`src/rtl/control_unit_if.sv`:
```
// Handshake/bus bundle between the control unit (master) and the datapath/memory side (slave).
interface control_unit_if #(
  parameter int ALU_OPW = 4
) ();
  logic [15:0]        instr;
  logic               zero_flag, sign_flag, carry_flag, mem_ready;
  logic               mem_rd, mem_wr, addr_src, pc_inc, pc_load, ir_load, alu_en;
  logic [ALU_OPW-1:0] alu_op;
  logic [1:0]         bus_src;
  logic               reg_we, halted, fault;
  logic [2:0]         state;

  modport master (
    input  instr, zero_flag, sign_flag, carry_flag, mem_ready,
    output mem_rd, mem_wr, addr_src, pc_inc, pc_load, ir_load, alu_en,
           alu_op, bus_src, reg_we, halted, fault, state
  );

  modport slave (
    output instr, zero_flag, sign_flag, carry_flag, mem_ready,
    input  mem_rd, mem_wr, addr_src, pc_inc, pc_load, ir_load, alu_en,
           alu_op, bus_src, reg_we, halted, fault, state
  );
endinterface

```
`src/rtl/control_unit.sv`:
```
// Multi-cycle fetch/decode/execute/writeback sequencer for the 16-bit CPU datapath.
// Strobes decode combinationally from the registered state; memory accesses time out into FAULT.
module control_unit #(
  parameter int OPW        = 4,
  parameter int ALU_OPW    = 4,
  parameter int WAIT_LIMIT = 15
) (
  input  logic           clk,
  input  logic           reset,
  control_unit_if.master cu
);
  localparam logic [2:0] S_FETCH  = 3'd0;
  localparam logic [2:0] S_DECODE = 3'd1;
  localparam logic [2:0] S_EXEC   = 3'd2;
  localparam logic [2:0] S_MEM    = 3'd3;
  localparam logic [2:0] S_WB     = 3'd4;
  localparam logic [2:0] S_HALT   = 3'd5;
  localparam logic [2:0] S_FAULT  = 3'd6;
  localparam int WCW = (WAIT_LIMIT < 1) ? 1 : $clog2(WAIT_LIMIT + 1);

  logic [2:0]     state_q, state_d;
  logic [WCW-1:0] wait_cnt_q, wait_cnt_d;
  logic [OPW-1:0] opc;
  logic           mem_timeout;
  logic           unused_instr;

  assign opc          = cu.instr[15 -: OPW];
  assign unused_instr = ^cu.instr[15-OPW:0];
  // A ready in the limit cycle still completes the access.
  assign mem_timeout  = !cu.mem_ready && (wait_cnt_q == WCW'(WAIT_LIMIT));
  assign cu.state     = state_q;

  always_comb begin
    state_d     = state_q;
    wait_cnt_d  = wait_cnt_q;
    cu.mem_rd   = 1'b0;
    cu.mem_wr   = 1'b0;
    cu.addr_src = 1'b0;
    cu.pc_inc   = 1'b0;
    cu.pc_load  = 1'b0;
    cu.ir_load  = 1'b0;
    cu.alu_en   = 1'b0;
    cu.alu_op   = '0;
    cu.bus_src  = 2'd0;
    cu.reg_we   = 1'b0;
    cu.halted   = 1'b0;
    cu.fault    = 1'b0;
    case (state_q)
      S_FETCH: begin
        cu.mem_rd  = 1'b1;
        cu.bus_src = 2'd1;
        if (cu.mem_ready) begin
          cu.ir_load = 1'b1;
          cu.pc_inc  = 1'b1;
          state_d    = S_DECODE;
        end else if (mem_timeout) begin
          state_d = S_FAULT;
        end
      end
      S_DECODE: state_d = S_EXEC;
      S_EXEC: begin
        state_d = S_FETCH;
        case (opc)
          4'h0: ;
          4'h1, 4'h2, 4'h3, 4'h4, 4'h5, 4'h6, 4'h7: begin
            cu.alu_en = 1'b1;
            cu.alu_op = ALU_OPW'(opc);
            state_d   = S_WB;
          end
          4'h8, 4'h9: state_d = S_MEM;
          4'hA: begin
            cu.bus_src = 2'd3;
            cu.reg_we  = 1'b1;
          end
          4'hB, 4'hC, 4'hD, 4'hE: begin
            cu.bus_src = 2'd3;
            cu.pc_load = (opc == 4'hB) || (opc == 4'hC && cu.zero_flag) ||
                         (opc == 4'hD && cu.sign_flag) || (opc == 4'hE && cu.carry_flag);
          end
          default: state_d = S_HALT;
        endcase
      end
      S_MEM: begin
        cu.addr_src = 1'b1;
        if (opc == 4'h8) begin
          cu.mem_rd  = 1'b1;
          cu.bus_src = 2'd1;
          cu.reg_we  = cu.mem_ready;
        end else begin
          cu.mem_wr = 1'b1;
        end
        if (cu.mem_ready)    state_d = S_FETCH;
        else if (mem_timeout) state_d = S_FAULT;
      end
      S_WB: begin
        cu.alu_en  = 1'b1;
        cu.alu_op  = ALU_OPW'(opc);
        cu.bus_src = 2'd2;
        cu.reg_we  = 1'b1;
        state_d    = S_FETCH;
      end
      S_HALT:  cu.halted = 1'b1;
      S_FAULT: cu.fault  = 1'b1;
      default: state_d = S_FAULT;
    endcase

    if (state_d != state_q)
      wait_cnt_d = '0;
    else if ((state_q == S_FETCH || state_q == S_MEM) && !cu.mem_ready)
      wait_cnt_d = wait_cnt_q + 1'b1;

    // Reset overrides every strobe so a held reset never disturbs the datapath.
    if (!reset) begin
      cu.mem_rd   = 1'b0;
      cu.mem_wr   = 1'b0;
      cu.addr_src = 1'b0;
      cu.pc_inc   = 1'b0;
      cu.pc_load  = 1'b0;
      cu.ir_load  = 1'b0;
      cu.alu_en   = 1'b0;
      cu.alu_op   = '0;
      cu.bus_src  = 2'd0;
      cu.reg_we   = 1'b0;
      cu.halted   = 1'b0;
      cu.fault    = 1'b0;
    end
  end

  always_ff @(posedge clk) begin
    if (!reset) begin
      state_q    <= S_FETCH;
      wait_cnt_q <= '0;
    end else begin
      state_q    <= state_d;
      wait_cnt_q <= wait_cnt_d;
    end
  end
endmodule
```
`src/flat_wrapper.sv`:
```
// flat-port wrapper written by rule: the top's interface ports become plain ports
module control_unit_flat 
#(
  parameter int OPW        = 4,
  parameter int ALU_OPW    = 4,
  parameter int WAIT_LIMIT = 15
)
  (clk, reset, cu_instr, cu_zero_flag, cu_sign_flag, cu_carry_flag, cu_mem_ready, cu_mem_rd, cu_mem_wr, cu_addr_src, cu_pc_inc, cu_pc_load, cu_ir_load, cu_alu_en, cu_alu_op, cu_bus_src, cu_reg_we, cu_halted, cu_fault, cu_state);
  control_unit_if #(.ALU_OPW(ALU_OPW)) cu_i ();
  input  logic clk;
  input  logic reset;
  input wire logic [$bits(cu_i.instr)-1:0] cu_instr;
  input wire logic [$bits(cu_i.zero_flag)-1:0] cu_zero_flag;
  input wire logic [$bits(cu_i.sign_flag)-1:0] cu_sign_flag;
  input wire logic [$bits(cu_i.carry_flag)-1:0] cu_carry_flag;
  input wire logic [$bits(cu_i.mem_ready)-1:0] cu_mem_ready;
  output wire logic [$bits(cu_i.mem_rd)-1:0] cu_mem_rd;
  output wire logic [$bits(cu_i.mem_wr)-1:0] cu_mem_wr;
  output wire logic [$bits(cu_i.addr_src)-1:0] cu_addr_src;
  output wire logic [$bits(cu_i.pc_inc)-1:0] cu_pc_inc;
  output wire logic [$bits(cu_i.pc_load)-1:0] cu_pc_load;
  output wire logic [$bits(cu_i.ir_load)-1:0] cu_ir_load;
  output wire logic [$bits(cu_i.alu_en)-1:0] cu_alu_en;
  output wire logic [$bits(cu_i.alu_op)-1:0] cu_alu_op;
  output wire logic [$bits(cu_i.bus_src)-1:0] cu_bus_src;
  output wire logic [$bits(cu_i.reg_we)-1:0] cu_reg_we;
  output wire logic [$bits(cu_i.halted)-1:0] cu_halted;
  output wire logic [$bits(cu_i.fault)-1:0] cu_fault;
  output wire logic [$bits(cu_i.state)-1:0] cu_state;
  assign cu_i.instr = cu_instr;
  assign cu_i.zero_flag = cu_zero_flag;
  assign cu_i.sign_flag = cu_sign_flag;
  assign cu_i.carry_flag = cu_carry_flag;
  assign cu_i.mem_ready = cu_mem_ready;
  assign cu_mem_rd = cu_i.mem_rd;
  assign cu_mem_wr = cu_i.mem_wr;
  assign cu_addr_src = cu_i.addr_src;
  assign cu_pc_inc = cu_i.pc_inc;
  assign cu_pc_load = cu_i.pc_load;
  assign cu_ir_load = cu_i.ir_load;
  assign cu_alu_en = cu_i.alu_en;
  assign cu_alu_op = cu_i.alu_op;
  assign cu_bus_src = cu_i.bus_src;
  assign cu_reg_we = cu_i.reg_we;
  assign cu_halted = cu_i.halted;
  assign cu_fault = cu_i.fault;
  assign cu_state = cu_i.state;
  control_unit #(.OPW(OPW), .ALU_OPW(ALU_OPW), .WAIT_LIMIT(WAIT_LIMIT)) u_core (.clk(clk), .reset(reset), .cu(cu_i));
endmodule
```
`config.mk`:
```
export PLATFORM = sky130hd
export DESIGN_NAME = control_unit_flat
export DESIGN_NICKNAME = d
export VERILOG_FILES = /design/src/rtl/control_unit_if.sv /design/src/rtl/control_unit.sv /design/src/flat_wrapper.sv
export SDC_FILE = /design/constraint.sdc
export NUM_CORES = 1
export LEC_CHECK = 0
export ABC_AREA = 0
export CAP_MARGIN = 20
export CORE_MARGIN = 2
export CORE_UTILIZATION = 35
export DETAILED_ROUTE_END_ITERATION = 16
export GPL_TIMING_DRIVEN = 1
export PLACE_DENSITY = 0.79
export SLEW_MARGIN = 25
export SYNTH_ARGS = -nofsm -noshare
export SYNTH_HDL_FRONTEND = slang
export SYNTH_SLANG_ARGS = --single-unit
```
`constraint.sdc`:
```
create_clock -name clk -period 2 [get_ports clk]
set_clock_uncertainty 0.05 [all_clocks]
set_input_delay 0.6 -clock clk [delete_from_list [all_inputs] [get_ports clk]]
set_output_delay 0.6 -clock clk [all_outputs]
set_load 0.02 [all_outputs]
```
==> metrics, run 1 <==
status finished, violations left; failing checks negative setup slack; GRT Resource Usage Total between 20% and 30%; Clk pwr share a little under a quarter; area grow syn2layout 82.3%; post-synth top area cell dfxtp_1; Worst Path Buf+Inv 2; first-pass iteration count of the detailed router 4; # IOs between 40 and 50; Place WS -1.13 ns; drt drc 0; Leak Pwr approximately 0.66 nW; Slew Viols, Final 0; Clock Tree Root clkbuf_4; Routed Antenna Nets 0; RePlAce Congestion just over 0.8; Post-Synth Simple-Gate Area approximately 37%; top cell type's share of synthesized area roughly 17%; hold crit path type flop to flop; largest family of logic cells by synthesized area simple AND/OR/NAND/NOR gates; Crit. End Element output port; CP delay by family, top simple AND/OR/NAND/NOR gates; post-synthesis xor/xnor area fraction around 5.3%; switching power roughly 210 uW; register area share after synthesis between 10% and 20%; NumNets Final 181; cell mode on critical path buf_6; Yosys warning count 0; Vias between 1k and 1.5k; vias in the first global route between 1k and 1.5k; CTS Sinks 7; first-pass GRT wire length 4.27 mm; Fill cells roughly 180; worst path arrival time roughly 1.5 ns; list of most frequent post-synthesis cells 10 x nor2_1, 7 x dfxtp_1, 7 x nand2_1, 7 x nor3_1, 7 x o21ai_0; measured slew at the worst slew-check pin 0.371 ns; gr ovfl total 0; critical path type input port to output port; mux cell area share after synthesis a little under 4%; final core occ between 60% and 70%; Final TNS setup -0.899 ns; slew margin rel. approximately 75%; PwrDens 390 nW/um^2; sequential share of power between 20% and 30%; die extent in y 52.0 um; CTS tree done; CTS clock-pin slew for the worst setup and hold paths about 0.050 ns; Crit-path slowest cell or3_4; fmax about 0.46 GHz; Gate Count Post-Synth roughly 110; WL final around 2.8 mm; Wirelength per Cell 15.2 um; worst skew pair latency 0.25 ns; area fraction in compound gates after synthesis about 23%; starting density of the core around 37%; most frequent cell after synthesis nor2_1; CP Cell Sequence buf_6 -> or3_4 -> a21oi_4 -> and2_4 -> buf_6; library cells used by synthesis 42; final hold viol count 0; Power Total between 500 and 600 uW; startpoint types input port; Syn Area/Cell around 7.7 sq um; cell internal pwr between 300 and 400 uW; combinational share of power between 40 and 50%; RSZ-0062 raised after global routing yes; fin worst setup slack -0.184 ns; Area contributors post-synth dfxtp_1 17%, buf_6 5.6%, nor2_1 4.7%; switching share of total power between 30% and 40%; clock buffer count from CTS 3; core area between 2000 and 2500 sq um; clock buffer depth 2; largest net degree at the start of global routing 13; endpoints failing setup 9; Post-synth EDFFs 0; share of cells above drive strength 1 around three fifths; Mapped Area between 800 and 900 sq um; # H-tree levels 1; ys async rst share 0%; FP Rows 17; crit path time final around 2.2 ns; final hold slack 0.514 ns; syn_nets between 100 and 150; hold_buf cts 0; DRT iter0 DRCs 14; maximum vdd drop 0.000464 V; initial antenna violation count 0; DIE WIDTH a little over 50 um; adder-cell share of the synthesized area around 1.6%; ys flop type dfxtp_1; CP peak stage delay 0.39 ns; worst path required time ~1.4 ns; Seq cells post-synth 7; max cap viols 0; Tcrit/Tclk final 109%; DIE AREA between 2000 and 3000 sq um; crit-path max FO 5; # diodes 0; Port Buffers 28; DR vias/cell 5.53; DP HPWL roughly 2 mm
[layout make-up]
cell class / count / area, sq um / share of cell area (%)
timing repair buffer: 56 / 507 / 34.5
clock buffer: 4 / 26.3 / 1.79
inverter: 4 / 15.0 / 1.02
multi-input combinational: 86 / 742 / 50.5
sequential: 7 / 144 / 9.80
tap: 28 / 35.0 / 2.39
[per-stage QoR]
stage,cells,instance area (sq um)
after floorplan,105,863
after detailed placement,177,1270
final,185,1470
after global placement,177,1270
after global routing,185,1470
after CTS,182,1340
[registers in the layout, indices dropped and copies added (netlist names)]
register and count:
u_core.wait_cnt_q 4, u_core.cu.state 3
[timing repair]
| action | in CTS | in global routing |
|---|---|---|
| pin swaps | 12 | 13 |
| gates cloned | 0 | 1 |
| resized for setup | 131 | 28 |
| buffers inserted | 1 | 2 |
| setup endpoints to repair | 22 | 15 |
| endpoints found under the hold margin | 0 | 0 |
[path summary, 6_finish.rpt]
kind                        startpoint                   end  slack (ns)  cells past startpoint
hold reg to reg   u_core.wait_cnt_q[1]  u_core.wait_cnt_q[1]        0.51                      2
setup / recovery          cu_instr[15]          cu_alu_op[0]       -0.18                      5
hold / removal    u_core.wait_cnt_q[1]  u_core.wait_cnt_q[1]        0.51                      2
setup reg to reg    u_core.cu.state[0]  u_core.wait_cnt_q[1]        0.44                      5
[layout by cell type (no fill, tap or decap), drive strengths merged, types with 2 or more instances in the layout]
| cell | synthesis | routed |
|---|---|---|
| and2b | 3 | 3 |
| dfxtp | 7 | 7 |
| nand3 | 6 | 6 |
| and3 | 4 | 4 |
| a21oi | 5 | 5 |
| nor3 | 8 | 8 |
| nand2b | 4 | 4 |
| buf | 7 | 47 |
| nor4 | 2 | 2 |
| a22oi | 2 | 2 |
| clkbuf | 1 | 7 |
| nand2 | 7 | 7 |
| inv | 4 | 4 |
| dlygate4sd2 | 0 | 5 |
| nor2 | 10 | 10 |
| a31oi | 4 | 4 |
| mux2i | 2 | 2 |
| and2 | 3 | 3 |
| xor2 | 3 | 3 |
| o21ai | 7 | 7 |
[worst register-to-register path, cell delays in order (launching register included)]
cell and delay, ns:
dfxtp_2 0.42, buf_4 0.19, and2b_2 0.26, a21o_1 0.17
o221ai_2 0.26, nor3_1 0.10
[power by group through the flow]
stage	logic [mW]	registers, mW	clock network [mW]
floorplan	0.138	0.161	0
global placement	0.232	0.156	0
detailed placement	0.238	0.157	0
CTS	0.254	0.155	0.133
global route	0.307	0.157	0.140
finish	0.285	0.156	0.132
[metal layers]
metal  track usage [%]  wire length, um  up-vias  part of all wire, %
met2              40.5             1480       36                   53
met1              22.1             1130      496                   40
met4              6.14               57        0                  2.0
met5                 0                0        -                    0
met3              2.01              141        4                  5.0
li1                  -                -      487                    -
[cell families (layout without fill, tap and decap cells)]
group	count (synthesis)	count (layout)
buffers and inverters	12	64
AO/OA/AOI/OAI	26	26
AND/OR/NAND/NOR	52	52
flip-flops	7	7
multiplexers	3	3
adder cells (fa/ha/maj)	1	1
XOR/XNOR	4	4
No activity file was read; power rests on OpenSTA's default activity.
==> run 2, diff against run 1 <==
--- a/config.mk
+++ b/config.mk
@@ -6,6 +6,7 @@
 export NUM_CORES = 1
 export LEC_CHECK = 0
 export ABC_AREA = 0
+export ABC_CLOCK_PERIOD_IN_PS = 2000
 export CAP_MARGIN = 20
 export CORE_MARGIN = 2
 export CORE_UTILIZATION = 35
==> results of run 2 <==
Final layout, timing and power as in run 1 (identical DEF).
